## config.mk

```make
export PLATFORM = sky130hd
export DESIGN_NAME = ffs_pattern_select
export DESIGN_NICKNAME = d
export VERILOG_FILES = /design/src/rtl/gpu_pkg.sv /design/src/rtl/ffs_m.sv /design/src/rtl/pattern_hflipper_m.sv /design/src/rtl/ffs_pattern_select.sv
export SDC_FILE = /design/constraint.sdc
export NUM_CORES = 1
export LEC_CHECK = 0
export ABC_CLOCK_PERIOD_IN_PS = 800
export BUFFER_PORTS_ARGS = -buffer_cell sky130_fd_sc_hd__buf_2
export CAP_MARGIN = 15
export CORE_ASPECT_RATIO = 1.5
export CORE_MARGIN = 2
export CORE_UTILIZATION = 30
export CTS_BUF_LIST = sky130_fd_sc_hd__clkbuf_4
export DETAILED_ROUTE_END_ITERATION = 7
export HOLD_SLACK_MARGIN = 0.15
export PLACE_DENSITY_LB_ADDON = 0.08
export SLEW_MARGIN = 20
export SYNTH_ARGS = -nofsm -noshare
export SYNTH_HDL_FRONTEND = slang
export SYNTH_HIERARCHICAL = 1
export SYNTH_SLANG_ARGS = --single-unit
```

## constraint.sdc

```tcl
create_clock -name clk -period 0.8 [get_ports clk]
set_input_delay 0.12 -clock clk [delete_from_list [all_inputs] [get_ports clk]]
set_output_delay 0.12 -clock clk [all_outputs]
set_load 0.05 [all_outputs]
```

## src/rtl/gpu_pkg.sv

```systemverilog
// Shared constants for the foreground sprite path: object count and scanline geometry.
package gpu_pkg;

    localparam int NUM_OBJECTS_DEFAULT = 64;
    localparam int PIXEL_W             = 2;
    localparam int PIXELS_PER_LINE     = 8;
    localparam int LINE_W              = PIXEL_W * PIXELS_PER_LINE;

endpackage : gpu_pkg

```

## src/rtl/ffs_m.sv

```systemverilog
// Combinational find-first-set: index of the lowest set request bit, built as a
// balanced binary tree over the request vector padded to a power of two.
module ffs_m #(
    parameter int NUM_OBJECTS = 64,
    parameter int IDX_W       = $clog2(NUM_OBJECTS)
) (
    input  logic [NUM_OBJECTS-1:0] req_vec,
    output logic                   valid,
    output logic [IDX_W-1:0]       index
);

    localparam int LEAVES = 1 << IDX_W;

    // Heap-ordered tree: node n has children 2n and 2n+1, leaves sit at LEAVES..2*LEAVES-1.
    logic             node_v   [1:2*LEAVES-1];
    logic [IDX_W-1:0] node_idx [1:2*LEAVES-1];

    for (genvar i = 0; i < LEAVES; i++) begin : g_leaf
        if (i < NUM_OBJECTS) begin : g_real
            assign node_v[LEAVES+i] = req_vec[i];
        end else begin : g_pad
            assign node_v[LEAVES+i] = 1'b0;
        end
        assign node_idx[LEAVES+i] = IDX_W'(i);
    end

    // An empty left subtree hands over to the right one; a fully empty tree
    // keeps selecting left, so the root index falls back to 0.
    for (genvar n = 1; n < LEAVES; n++) begin : g_node
        assign node_v[n]   = node_v[2*n] | node_v[2*n+1];
        assign node_idx[n] = (node_v[2*n] || !node_v[2*n+1]) ? node_idx[2*n] : node_idx[2*n+1];
    end

    assign valid = node_v[1];
    assign index = node_idx[1];

endmodule : ffs_m

```

## src/rtl/pattern_hflipper_m.sv

```systemverilog
// Combinational horizontal mirror of a 2-bpp scanline: pixels reverse, bits within a pixel do not.
module pattern_hflipper_m
    import gpu_pkg::*;
(
    input  logic [LINE_W-1:0] line_in,
    input  logic              hflip,
    output logic [LINE_W-1:0] line_out
);

    always_comb begin
        // NOTE: assign a default first so every path drives line_out and no latch is inferred.
        line_out = line_in;
        if (hflip) begin
            for (int k = 0; k < PIXELS_PER_LINE; k++) begin
                line_out[PIXEL_W*k +: PIXEL_W] = line_in[PIXEL_W*(PIXELS_PER_LINE-1-k) +: PIXEL_W];
            end
        end
    end

endmodule : pattern_hflipper_m

```

## src/rtl/ffs_pattern_select.sv

```systemverilog
// Priority-select plus pattern-flip stage: both combinational results share one output register bank.
module ffs_pattern_select
    import gpu_pkg::*;
#(
    parameter int NUM_OBJECTS = NUM_OBJECTS_DEFAULT,
    parameter int IDX_W       = $clog2(NUM_OBJECTS)
) (
    input  logic                   clk,
    input  logic                   rst,
    input  logic [NUM_OBJECTS-1:0] valid_vec,
    input  logic [LINE_W-1:0]      line_in,
    input  logic                   hflip,
    output logic                   any_valid,
    output logic [IDX_W-1:0]       top_idx,
    output logic [LINE_W-1:0]      line_out
);

    logic              ffs_valid;
    logic [IDX_W-1:0]  ffs_index;
    logic [LINE_W-1:0] flip_line;

    logic              any_valid_d, any_valid_q;
    logic [IDX_W-1:0]  top_idx_d,   top_idx_q;
    logic [LINE_W-1:0] line_out_d,  line_out_q;

    ffs_m #(
        .NUM_OBJECTS (NUM_OBJECTS),
        .IDX_W       (IDX_W)
    ) u_ffs (
        .req_vec (valid_vec),
        .valid   (ffs_valid),
        .index   (ffs_index)
    );

    pattern_hflipper_m u_flip (
        .line_in  (line_in),
        .hflip    (hflip),
        .line_out (flip_line)
    );

    always_comb begin
        any_valid_d = ffs_valid;
        top_idx_d   = ffs_index;
        line_out_d  = flip_line;
    end

    // rst is active-low and asynchronous: outputs clear the moment it falls.
    always_ff @(posedge clk or negedge rst) begin
        if (!rst) begin
            any_valid_q <= 1'b0;
            top_idx_q   <= '0;
            line_out_q  <= '0;
        end else begin
            // NOTE: non-blocking so every flop samples its pre-edge value.
            any_valid_q <= any_valid_d;
            top_idx_q   <= top_idx_d;
            line_out_q  <= line_out_d;
        end
    end

    assign any_valid = any_valid_q;
    assign top_idx   = top_idx_q;
    assign line_out  = line_out_q;

endmodule : ffs_pattern_select

```

-- Yosys cells after proc, flatten, opt, wreduce, memory -nomap -nowiden
Index checks and enable logic that the tools add are counted.
- multiplexer cells: 64
- reductions and logical operators: 126
- bitwise logic cells: 63
- operators by type and width (operator ; count):
    logical NOT 1 bit ; 63
    logical OR 1 bit ; 63
    bitwise OR 1 bit ; 63
    2-to-1 mux 1 bit ; 32
    2-to-1 mux 2 bit ; 16
    2-to-1 mux 3 bit ; 8
    2-to-1 mux 16 bit ; 1
    2-to-1 mux 4 bit ; 4
    2-to-1 mux 5 bit ; 2
    2-to-1 mux 6 bit ; 1
- logic and storage cells: 256
- register bits: 23
- output and inout bits: 23

-- Longest topological paths before layout
- depth after elaboration: 8
- depth in mapped cells: 6

-- By module
The synthesis kept the hierarchy.
- by module, submodules not included (module ; seq. area each (µm²) ; area each (µm²) ; cells each ; instances):
    ffs_m ; 0.0 ; 848.3 ; 140 ; 1
    ffs_pattern_select ; 575.6 ; 575.6 ; 23 ; 1
    pattern_hflipper_m ; 0.0 ; 249.0 ; 18 ; 1

-- Least setup slack after synthesis
OpenSTA, ideal clock, no wires.
- kind: input to register
- start: input port valid_vec[53]
- end: register top_idx_q[1], in the netlist top_idx[1]
- path buffers: 0
- stages: 6
- slack: -0.703 ns
- data arrival time: 1.364 ns
- cell sequence: or4_4 nand4bb_4 nand2_1 a21oi_1 a311oi_1 o221ai_1
- longest elaborated chain between the ends: 8
- elaborated cells on any way between the ends: 18
- those cells by class: mux: 5; bitwise: 5; reduce/logical: 8
- RTL lines (item ; line ; text):
    from (decl) ; ffs_pattern_select.sv:10 ; input logic [NUM_OBJECTS-1:0] valid_vec,
    bitwise OR 1 bit * ; ffs_m.sv:30 ; assign node_v[n] = node_v[2*n] | node_v[2*n+1];
    bitwise OR 1 bit ; ffs_m.sv:30 ;
    logical NOT 1 bit or bitwise OR 1 bit (tied branches) ; ffs_m.sv:31, ffs_m.sv:30 ;
    logical OR 1 bit or bitwise OR 1 bit (tied branches) ; ffs_m.sv:31, ffs_m.sv:30 ;
    2-to-1 mux 3 bit, or another cell as far along ; ffs_m.sv:31 ; assign node_idx[n] = (node_v[2*n] || !node_v[2*n+1]) ? node_idx[2*n] : node_idx[2*n+1];
    2-to-1 mux 4 bit, or another cell as far along ; ffs_m.sv:31 ;
    2-to-1 mux 5 bit or logical OR 1 bit (tied branches) ; ffs_m.sv:31 ;
    2-to-1 mux 6 bit * ; ffs_m.sv:31 ;
    via ffs_index[1] ; ffs_pattern_select.sv:19 ; logic [IDX_W-1:0] ffs_index;
    to (signal assigned) ; ffs_pattern_select.sv:56 ; top_idx_q <= top_idx_d;
    to (decl) ; ffs_pattern_select.sv:23 ; logic [IDX_W-1:0] top_idx_d, top_idx_q;
The timed path passes the listed nets; every way through them passes the cells marked *.

-- Worst setup path in the final report
- start: input port valid_vec[53]
- end: register top_idx_q[0], in the netlist top_idx[0]
- longest elaborated chain between the ends: 8
- elaborated cells on any way between the ends: 21
- those cells by class: mux: 6; bitwise: 5; reduce/logical: 10
- RTL lines (item ; line):
    logical NOT 1 bit or bitwise OR 1 bit (tied branches) ; ffs_m.sv:31, ffs_m.sv:30
    logical OR 1 bit or bitwise OR 1 bit (tied branches) ; ffs_m.sv:31, ffs_m.sv:30
    2-to-1 mux 1 bit, or another cell as far along ; ffs_m.sv:31
    2-to-1 mux 2 bit, or another cell as far along ; ffs_m.sv:31
    2-to-1 mux 3 bit, or another cell as far along ; ffs_m.sv:31
    2-to-1 mux 4 bit, or another cell as far along ; ffs_m.sv:31
    2-to-1 mux 5 bit or logical OR 1 bit (tied branches) ; ffs_m.sv:31
    2-to-1 mux 6 bit * ; ffs_m.sv:31
    via ffs_index[0] ; ffs_pattern_select.sv:19
Marked as above.

==> flow_summary.toml <==
[status]
status = "complete, but fails checks"
violations = "negative setup slack"

[global_routing]
grt_usage = 0.158
grt_pass1_wl_um = 8120
grt_max_degree = 24
grt_pass1_vias = 2067
grt_overflow_total = 0
antenna_found_initial = 0

[synth]
synthSimpleGateAreaFrac = 0.263
syn_area_per_cell_um2 = 9.24
netlist_area_um2 = 1670
seq_area_frac_synth = 0.344
synth_adder_area_share = 0
syn_inst = 181
synth.distinct_cells = 38
synth_nets = 264
synth_compound_gate_area_share = 0.199
synth_xor_area_frac = 0
muxShareOfSynthArea = 0.130
synth_top_family_by_area = "simple AND/OR/NAND/NOR gates"
ys_ff_latch = 23
yosysWarnings = 6

[worst_setup_path]
worstSetupStartpointType = "input pin"
startpoint = "valid_vec[53]"
worstSetupEndpointType = "flip-flop"
worst_ep_arrival_time_ns = 1.55
cp_max_fo = 5
critical_path_class = "input pin to flip-flop"
worstPathRequired_ns = 0.99

[cts]
clk_path_buf_depth = 2
cts_buffers = 3
cts_tree = "yes"
cts_root_buffer = "clkbuf_4"
hold_buffers = 1
path_clk_slew_ns = 0.11
htree_levels = 1
clkSinkCount = 23

[place]
routabilityCongestion = 0.834
post_dp_cell_area_um2 = 2950
io_buffers = 105
dp_hpwl_um = 4350

[run]
cap_violations = 0

[routing]
via_per_inst = 4.69
drc = 0
wl_um = 5020
wl_per_cell_um = 11.2
routed-via-count = 2112
ant_nets = 0
dr.pass1.iters = 4
drt_iter0_markers = 45

[final_layout]
nNetsFinal = 464
fill_cells = 495
most-common-layout-cells = "buf_4, buf_2, buf_6, dfrtp_1, inv_1"
fin_area_um2 = 3300
area_growth_pct = 97.0
diodes = 0
mostFrequentLayoutCell = "buf_4"
multi_input_area_um2 = 1100
layout-drive-gt1-share = 0.647
seq_area_um2 = 576
final_util = 0.609

[floorplan]
dieArea_um2 = 6200
rows = 33
ios = 106
die_width_um = 65.0
core-area_um2 = 5410
start_util = 0.309
die_y_um = 95.5

[power_and_ir_drop]
power_per_cell_area_nw_per_um2 = 963
ir_drop_mv = 0.453
cellLeakagePower_nw = 1.63

[timing]
setup_ws_ns = -0.564
setup_violations = 30
hold_viol_final = 0
drv_slew = 0
rsz0062_at_grt = "true"
worstMarginPinSlew_ns = 0.445
max_freq_ghz = 0.733
min_period_ns = 1.36
period_share = 1.70
relSlewSlack = 0.700

[worst_hold_path]
worstHoldPathType = "input pin to flip-flop"
min_from = "line_in[14]"
## cell type report
| class | count | share of cell area |
|---|---|---|
| Clock buffer | 4 | 0.00911 |
| Inverter | 20 | 0.0228 |
| Multi-Input combinational cell | 136 | 0.333 |
| Sequential cell | 23 | 0.175 |
| Tap cell | 70 | 0.0266 |
| Timing Repair Buffer | 197 | 0.434 |
## logic make-up (layout without fill, tap and decap cells)
| group | after synthesis | after routing |
|---|---|---|
| multiplexers | 16 | 16 |
| buffers and inverters | 22 | 221 |
| flip-flops | 23 | 23 |
| AND/OR/NAND/NOR | 68 | 68 |
| AO/OA/AOI/OAI | 52 | 52 |
## worst paths after layout
path | endpoint | slack, ns | cells past startpoint
min in group asynchronous | line_out[1] | 0.28 | 3
min | line_out[14] | 0.06 | 2
max in group asynchronous | top_idx[1] | 0.39 | 3
max | top_idx[0] | -0.56 | 7
## sequential cells by signal (all words and copies together), names as in the netlist
name       count
top_idx        6
any_valid      1
line_out      16
## critical path, stage by stage
cell and delay (ns):
buf_6 0.09, or4_4 0.54, nand4bb_4 0.26, buf_6 0.14
o21ai_4 0.22, a21oi_2 0.05, o2bb2ai_1 0.13
## per-layer routing
| metal | GRT usage | wire [um] |
|---|---|---|
| met2 | 0.345 | 2980 |
| met1 | 0.157 | 1780 |
| met5 | 0 | 0 |
| met4 | 0.0266 | 15 |
| met3 | 0.0130 | 257 |
## cell usage after synthesis, drive strengths merged
cell / number / area share
a311oi: 2 / 0.010
o221ai: 1 / 0.0052
a221o: 1 / 0.0060
nor2: 19 / 0.044
nor3: 17 / 0.051
nand4bb: 1 / 0.016
a31oi: 5 / 0.019
a21boi: 1 / 0.0045
and4bb: 1 / 0.0075
buf: 2 / 0.019
o311ai: 1 / 0.0052
mux2: 16 / 0.13
dfrtp: 23 / 0.34
nand4: 2 / 0.0075
o21ai: 12 / 0.038
o32ai: 1 / 0.0052
o32a: 1 / 0.0060
a211oi: 3 / 0.016
inv: 20 / 0.045
nand2b: 4 / 0.015
o31ai: 2 / 0.0090
o2bb2ai: 1 / 0.0052
nand2: 6 / 0.013
nor4: 12 / 0.074
o21bai: 3 / 0.013
a21oi: 17 / 0.051
nand3: 1 / 0.0030
or4: 5 / 0.031
o211ai: 1 / 0.0045
## report_power, final
part           switching, mW  internal, mW  total, mW
sequential            0.0317          1.23       1.26
combinational          0.664         0.710       1.37
clock                  0.309         0.228      0.537
total                   1.01          2.17       3.17
## what timing repair did
action / in CTS / in global routing
hold endpoints to repair: 39 / 16
pin swaps: 2 / 11
endpoints found under the setup margin: 30 / 30
buffers inserted: 2 / 3
gates resized for setup: 56 / 20
## per-stage QoR
stage | std cells | hold WS (ns) | setup WS (ns) | setup TNS (ns) | power, mW
after global placement | 442 | 0.0662 | -0.923 | -6.18 | 2.50
after CTS | 449 | 0.0385 | -0.546 | -7.77 | 3.19
after floorplan | 181 | -0.176 | -0.698 | -3.73 | 1.81
final | 450 | 0.0573 | -0.564 | -7.19 | 3.17
after detailed placement | 442 | 0.0648 | -0.904 | -6.23 | 2.51
after global routing | 450 | 0.0447 | -0.608 | -8.31 | 3.36
Power figures use the tool's default switching activity.
